==> src/rtl/pad_input_conditioner.sv <==
// Button conditioner: two-flop synchronisers, per-button stability debouncers and a free-running tick divider.
// Optional build macro PAD_INPUT_MUTEX_EN suppresses both outputs when up and down are debounced high together.
module pad_input_conditioner #(
    parameter int DEBOUNCE_CYCLES = 650000,
    parameter int TICK_DIV        = 1083333
) (
    input  logic clk,
    input  logic rst_n,
    input  logic btn_up_raw,
    input  logic btn_down_raw,
    output logic up,
    output logic down,
    output logic timing_tick
);

    localparam int CNT_W = $clog2(DEBOUNCE_CYCLES);
    localparam int TC_W  = $clog2(TICK_DIV);
    localparam logic [CNT_W-1:0] CNT_LAST = CNT_W'(DEBOUNCE_CYCLES - 1);
    localparam logic [TC_W-1:0]  TC_LAST  = TC_W'(TICK_DIV - 1);

    // Index 0 is the up button, index 1 the down button.
    logic [1:0]            sync1_q, sync1_d;
    logic [1:0]            sync2_q, sync2_d;
    logic [1:0]            db_q, db_d;
    logic [1:0][CNT_W-1:0] cnt_q, cnt_d;
    logic [TC_W-1:0]       tc_q, tc_d;
    logic                  up_q, up_d;
    logic                  down_q, down_d;
    logic                  tick_q, tick_d;

    // Next-state for synchronisers and debouncers.
    always_comb begin
        sync1_d = {btn_down_raw, btn_up_raw};
        sync2_d = sync1_q;
        db_d    = db_q;
        cnt_d   = cnt_q;
        for (int i = 0; i < 2; i++) begin
            if (sync2_q[i] == db_q[i]) begin
                cnt_d[i] = {CNT_W{1'b0}};
            end else if (cnt_q[i] == CNT_LAST) begin
                db_d[i]  = sync2_q[i];
                cnt_d[i] = {CNT_W{1'b0}};
            end else begin
                cnt_d[i] = cnt_q[i] + CNT_W'(1);
            end
        end
    end

    // Output stage and tick divider next-state.
    always_comb begin
`ifdef PAD_INPUT_MUTEX_EN
        if (db_q[0] && db_q[1]) begin
            up_d   = 1'b0;
            down_d = 1'b0;
        end else begin
            up_d   = db_q[0];
            down_d = db_q[1];
        end
`else
        up_d   = db_q[0];
        down_d = db_q[1];
`endif
        if (tc_q == TC_LAST) begin
            tc_d = {TC_W{1'b0}};
        end else begin
            tc_d = tc_q + TC_W'(1);
        end
        tick_d = (tc_q == TC_LAST) ? 1'b1 : 1'b0;
    end

    // State registers, all cleared asynchronously.
    always_ff @(posedge clk or negedge rst_n) begin
        if (!rst_n) begin
            sync1_q <= 2'b00;
            sync2_q <= 2'b00;
            db_q    <= 2'b00;
            cnt_q   <= {(2*CNT_W){1'b0}};
            tc_q    <= {TC_W{1'b0}};
            up_q    <= 1'b0;
            down_q  <= 1'b0;
            tick_q  <= 1'b0;
        end else begin
            sync1_q <= sync1_d;
            sync2_q <= sync2_d;
            db_q    <= db_d;
            cnt_q   <= cnt_d;
            tc_q    <= tc_d;
            up_q    <= up_d;
            down_q  <= down_d;
            tick_q  <= tick_d;
        end
    end

    assign up          = up_q;
    assign down        = down_q;
    assign timing_tick = tick_q;

endmodule

==> config.mk <==
export PLATFORM = sky130hd
export DESIGN_NAME = pad_input_conditioner
export DESIGN_NICKNAME = d
export VERILOG_FILES = /design/src/rtl/pad_input_conditioner.sv
export SDC_FILE = /design/constraint.sdc
export NUM_CORES = 1
export LEC_CHECK = 0
export BUFFER_PORTS_ARGS = -buffer_cell sky130_fd_sc_hd__buf_2
export CAP_MARGIN = 25
export CORE_MARGIN = 2
export CORE_UTILIZATION = 33
export CTS_CLUSTER_DIAMETER = 50
export CTS_CLUSTER_SIZE = 30
export DETAILED_ROUTE_END_ITERATION = 8
export SLEW_MARGIN = 25
export SYNTH_ARGS = -nofsm -noshare
export SYNTH_HDL_FRONTEND = slang
export SYNTH_SLANG_ARGS = --single-unit
==> constraint.sdc <==
create_clock -name clk -period 2.4 [get_ports clk]
set_input_delay 0.12 -clock clk [delete_from_list [all_inputs] [get_ports clk]]
set_output_delay 0.12 -clock clk [all_outputs]
set_load 0.02 [all_outputs]
==> impl_metrics.sql <==
INSERT INTO impl_metrics (metric_group, metric, value, unit) VALUES
('status', 'run_status', 'finished, final reports clean', ''),
('clock_network', 'clock_latency', '0.34', 'ns'),
('synthesis', 'synth.avg_cell_area', '10.27', 'sq um'),
('layout', 'drive_above_1_share', '11.97', '%'),
('synthesis', 'synth-seq-cells', '70', ''),
('worst_setup_path', 'worst_setup_path_startpoint', 'cnt_q[37]$_DFF_PN0_', ''),
('drt', 'vias_per_cell', '4.884', ''),
('sta', 'timing_worst_slew_pin_value', '0.8626', 'ns'),
('synthesis', 'number_of_standard_cells_after_synthesis', '322', ''),
('worst_setup_path', 'worstPathArrival', '2.50', 'ns'),
('layout', 'n_antenna_cell', '0', ''),
('clock_network', 'cts_tree', 'done', ''),
('power', 'finalPower', '2.317', 'mW'),
('worst_setup_path', 'cp_max_fo', '4', ''),
('drt', 'drt-pass1-iter-count', '4', ''),
('clock_network', 'cts.root.buffer_cell', 'sky130_fd_sc_hd__clkbuf_8', ''),
('clock_network', 'clock_tree.htree_level_count', '3', ''),
('worst_setup_path', 'crit-reg2reg-launch', 'cnt_q[37]$_DFF_PN0_', ''),
('placement', 'post-place-ws', '0.1339', 'ns'),
('worst_setup_path', 'critical_path.reg2reg.endpoint', 'db_q[1]$_DFFE_PN0P_', ''),
('global_route', 'global_route_wire_length_before_repair', '10.99', 'mm'),
('synthesis', 'synth_cell_types', '36', ''),
('global_route', 'grtUsageTotal', '12.41', '%'),
('worst_setup_path', 'timing.critical_path.from_type', 'flip-flop', ''),
('worst_setup_path', 'critPathMaxStageDelay', '0.53', 'ns'),
('sta', 'setup_total_negative_slack', '0', 'ns'),
('worst_setup_path', 'reg2regPathDepth', '4', ''),
('drt', 'post_drt_wl_per_cell', '12.47', 'microns'),
('die', 'design.core.area', '9774', 'sq um'),
('drt', 'first_drt_iteration_drcs', '141', ''),
('sta', 'timing.final.hold_violations', '0', ''),
('global_route', 'grt_overflow', '0', ''),
('sta', 'setup_skew_after_layout', '0.01226', 'ns'),
('worst_setup_path', 'worst-path-stages', '4', ''),
('die', 'ioPinCount', '7', ''),
('synthesis', 'synth.largest_area_cell', 'sky130_fd_sc_hd__dfrtp_1', ''),
('sta', 'setup_violations', '0', ''),
('synthesis', 'syn_nets', '330', ''),
('die', 'std_cell_rows', '36', ''),
('worst_setup_path', 'path_class', 'flip-flop to flip-flop', ''),
('layout', 'syn2layout_area_growth', '14.90', '%'),
('synthesis', 'synth_top_cell_area_share', '52.95', '%'),
('worst_setup_path', 'cp-endpoint', 'db_q[1]$_DFFE_PN0P_', ''),
('sta', 'final.period_utilization', '95.37', '%'),
('worst_setup_path', 'critical_path.n_buffers_inverters', '0', ''),
('synthesis', 'synth_ff_type', 'sky130_fd_sc_hd__dfrtp_1', ''),
('drt', 'route.detailed.drc', '0', ''),
('worst_setup_path', 'cell_with_the_largest_stage_delay_on_the_worst_path', 'sky130_fd_sc_hd__or4b_1', ''),
('die', 'chip_width', '104.1', 'microns'),
('clock_network', 'clk_pin_slew', '0.08', 'ns'),
('power', 'total_leakage_power', '1.533', 'nW'),
('worst_setup_path', 'cp.required', '2.62', 'ns'),
('global_route', 'first_global_vias', '2325', ''),
('placement', 'dp.final_hpwl', '4.284', 'mm'),
('global_route', 'maximum_number_of_pins_on_one_net_before_global_route_repair', '40', ''),
('worst_setup_path', 'setup.reg_to_reg.worst_slack', '0.11', 'ns'),
('placement', 'final_gp_congestion', '0.7665', ''),
('placement', 'portBuffers', '6', ''),
('synthesis', 'synth_edf_count', '0', ''),
('worst_setup_path', 'timing.critical_path.cells', 'or4b_1, or4_4, nor4_1, mux2_2', ''),
('sta', 'final_critical_path_setup_slack', '0.1111', 'ns'),
('layout', 'nets', '354', ''),
('synthesis', 'synthesis.yosys.warnings', '0', ''),
('synthesis', 'synth_sequential_area_ratio', '52.95', '%'),
('die', 'fp.dieArea', '10840', 'sq um'),
('sta', 'timing.slew.headroom', '42.49', '%'),
('clock_network', 'postCtsSetupRepairBufs', '0', ''),
('die', 'start_util', '33.85', '%'),
('run', 'maxCapViolCount', '0', ''),
('power', 'vdd.ir_drop.worst', '0.0002850', 'V'),
('clock_network', 'cts_made_buffers', '9', '');
==> synthesized netlist by cell type (all sizes together), types with 2 or more instances <==
cell / n
nor4b: 4
and3: 2
dfrtp: 70
ha: 4
and4: 7
or4: 7
nor4: 8
inv: 11
nand4: 15
nor3: 7
or4b: 2
xnor2: 30
a21oi: 11
nor2: 48
o31ai: 4
buf: 2
nand2: 20
mux2: 2
o21ai: 6
nor2b: 2
nand3: 22
or3: 8
xor2: 15
a31o: 2
o41ai: 2
clkbuf: 5
==> stage by stage <==
step	util, %	area (sq um)	hold slack [ns]	std cells
6_report	38.89	3801	0.3691	484
2_1_floorplan	-	3308	-0.1756	322
3_3_place_gp	36.32	3550	0.2313	465
4_1_cts	38.89	3801	0.3757	484
3_5_place_dp	36.32	3550	0.2319	465
5_1_grt	38.89	3801	0.3801	484
==> layer usage <==
layer / routed length, microns / part of all wire, % / up-vias / global-route usage, %
li1: - / - / 1180 / -
met1: 2928 / 49 / 1158 / 16.00
met2: 2892 / 48 / 20 / 19.83
met3: 139 / 2.3 / 6 / 2.820
met4: 74 / 1.2 / 0 / 5.792
met5: 0 / 0 / - / 0
==> layout by cell type, fill, tap and decap left out, drive strengths merged, types with 8 or more instances in the layout <==
cell	netlist	layout
or3	8	8
nand3	22	22
a21oi	11	11
nand4	15	15
nor4	8	8
dfrtp	70	70
xor2	15	15
xnor2	30	30
clkbuf	5	9
buf	2	17
inv	11	12
nand2	20	20
nor2	48	48
==> what timing repair did <==
item                      4_1_cts  5_1_grt
resized for setup               0        0
hold endpoints to repair       38        0
hold buffers                    3        0
==> worst min-delay path by stage <==
stage | from | to | slack (ns) | cells past startpoint
floorplan | rst_n | cnt_q[0]$_DFF_PN0_ | -0.18 | 0
global placement | btn_up_raw | sync1_q[0]$_DFF_PN0_ | 0.23 | 1
detailed placement | btn_up_raw | sync1_q[0]$_DFF_PN0_ | 0.23 | 1
CTS | sync1_q[0]$_DFF_PN0_ | sync2_q[0]$_DFF_PN0_ | 0.38 | 0
global route | sync1_q[1]$_DFF_PN0_ | sync2_q[1]$_DFF_PN0_ | 0.38 | 0
finish | sync1_q[1]$_DFF_PN0_ | sync2_q[1]$_DFF_PN0_ | 0.37 | 0
==> state kept, by name (all words and copies together) (netlist names) <==
signal / count
timing_tick: 1
down: 1
sync2_q: 2
up: 1
cnt_q: 40
sync1_q: 2
db_q: 2
tc_q: 21
==> cell families after synthesis <==
group | after synthesis | synth area share [%]
adders and majority gates | 4 | 1.513
buffers and inverters | 18 | 2.534
AOI/OAI and AO/OA | 25 | 5.106
muxes | 3 | 0.9833
DFF | 70 | 52.95
xor gates and xnor gates | 45 | 11.91
and+or+nand+nor | 157 | 25.00
==> cell type report <==
class	instances	area (sq um)
multi-input cells	234	1478
clock inverters	7	97.59
fillers	975	5973
flip-flops and latches	70	1752
clock buffers	9	123.9
well taps	133	166.4
repair buffers	20	142.6
inverters	11	41.29
==> power by group <==
group,internal (mW),switching (mW),total (mW)
Sequential,1.19,0.0106,1.20
Combinational,0.0229,0.0445,0.0674
Clock,0.588,0.461,1.05
(Power assumes the default switching activity.)
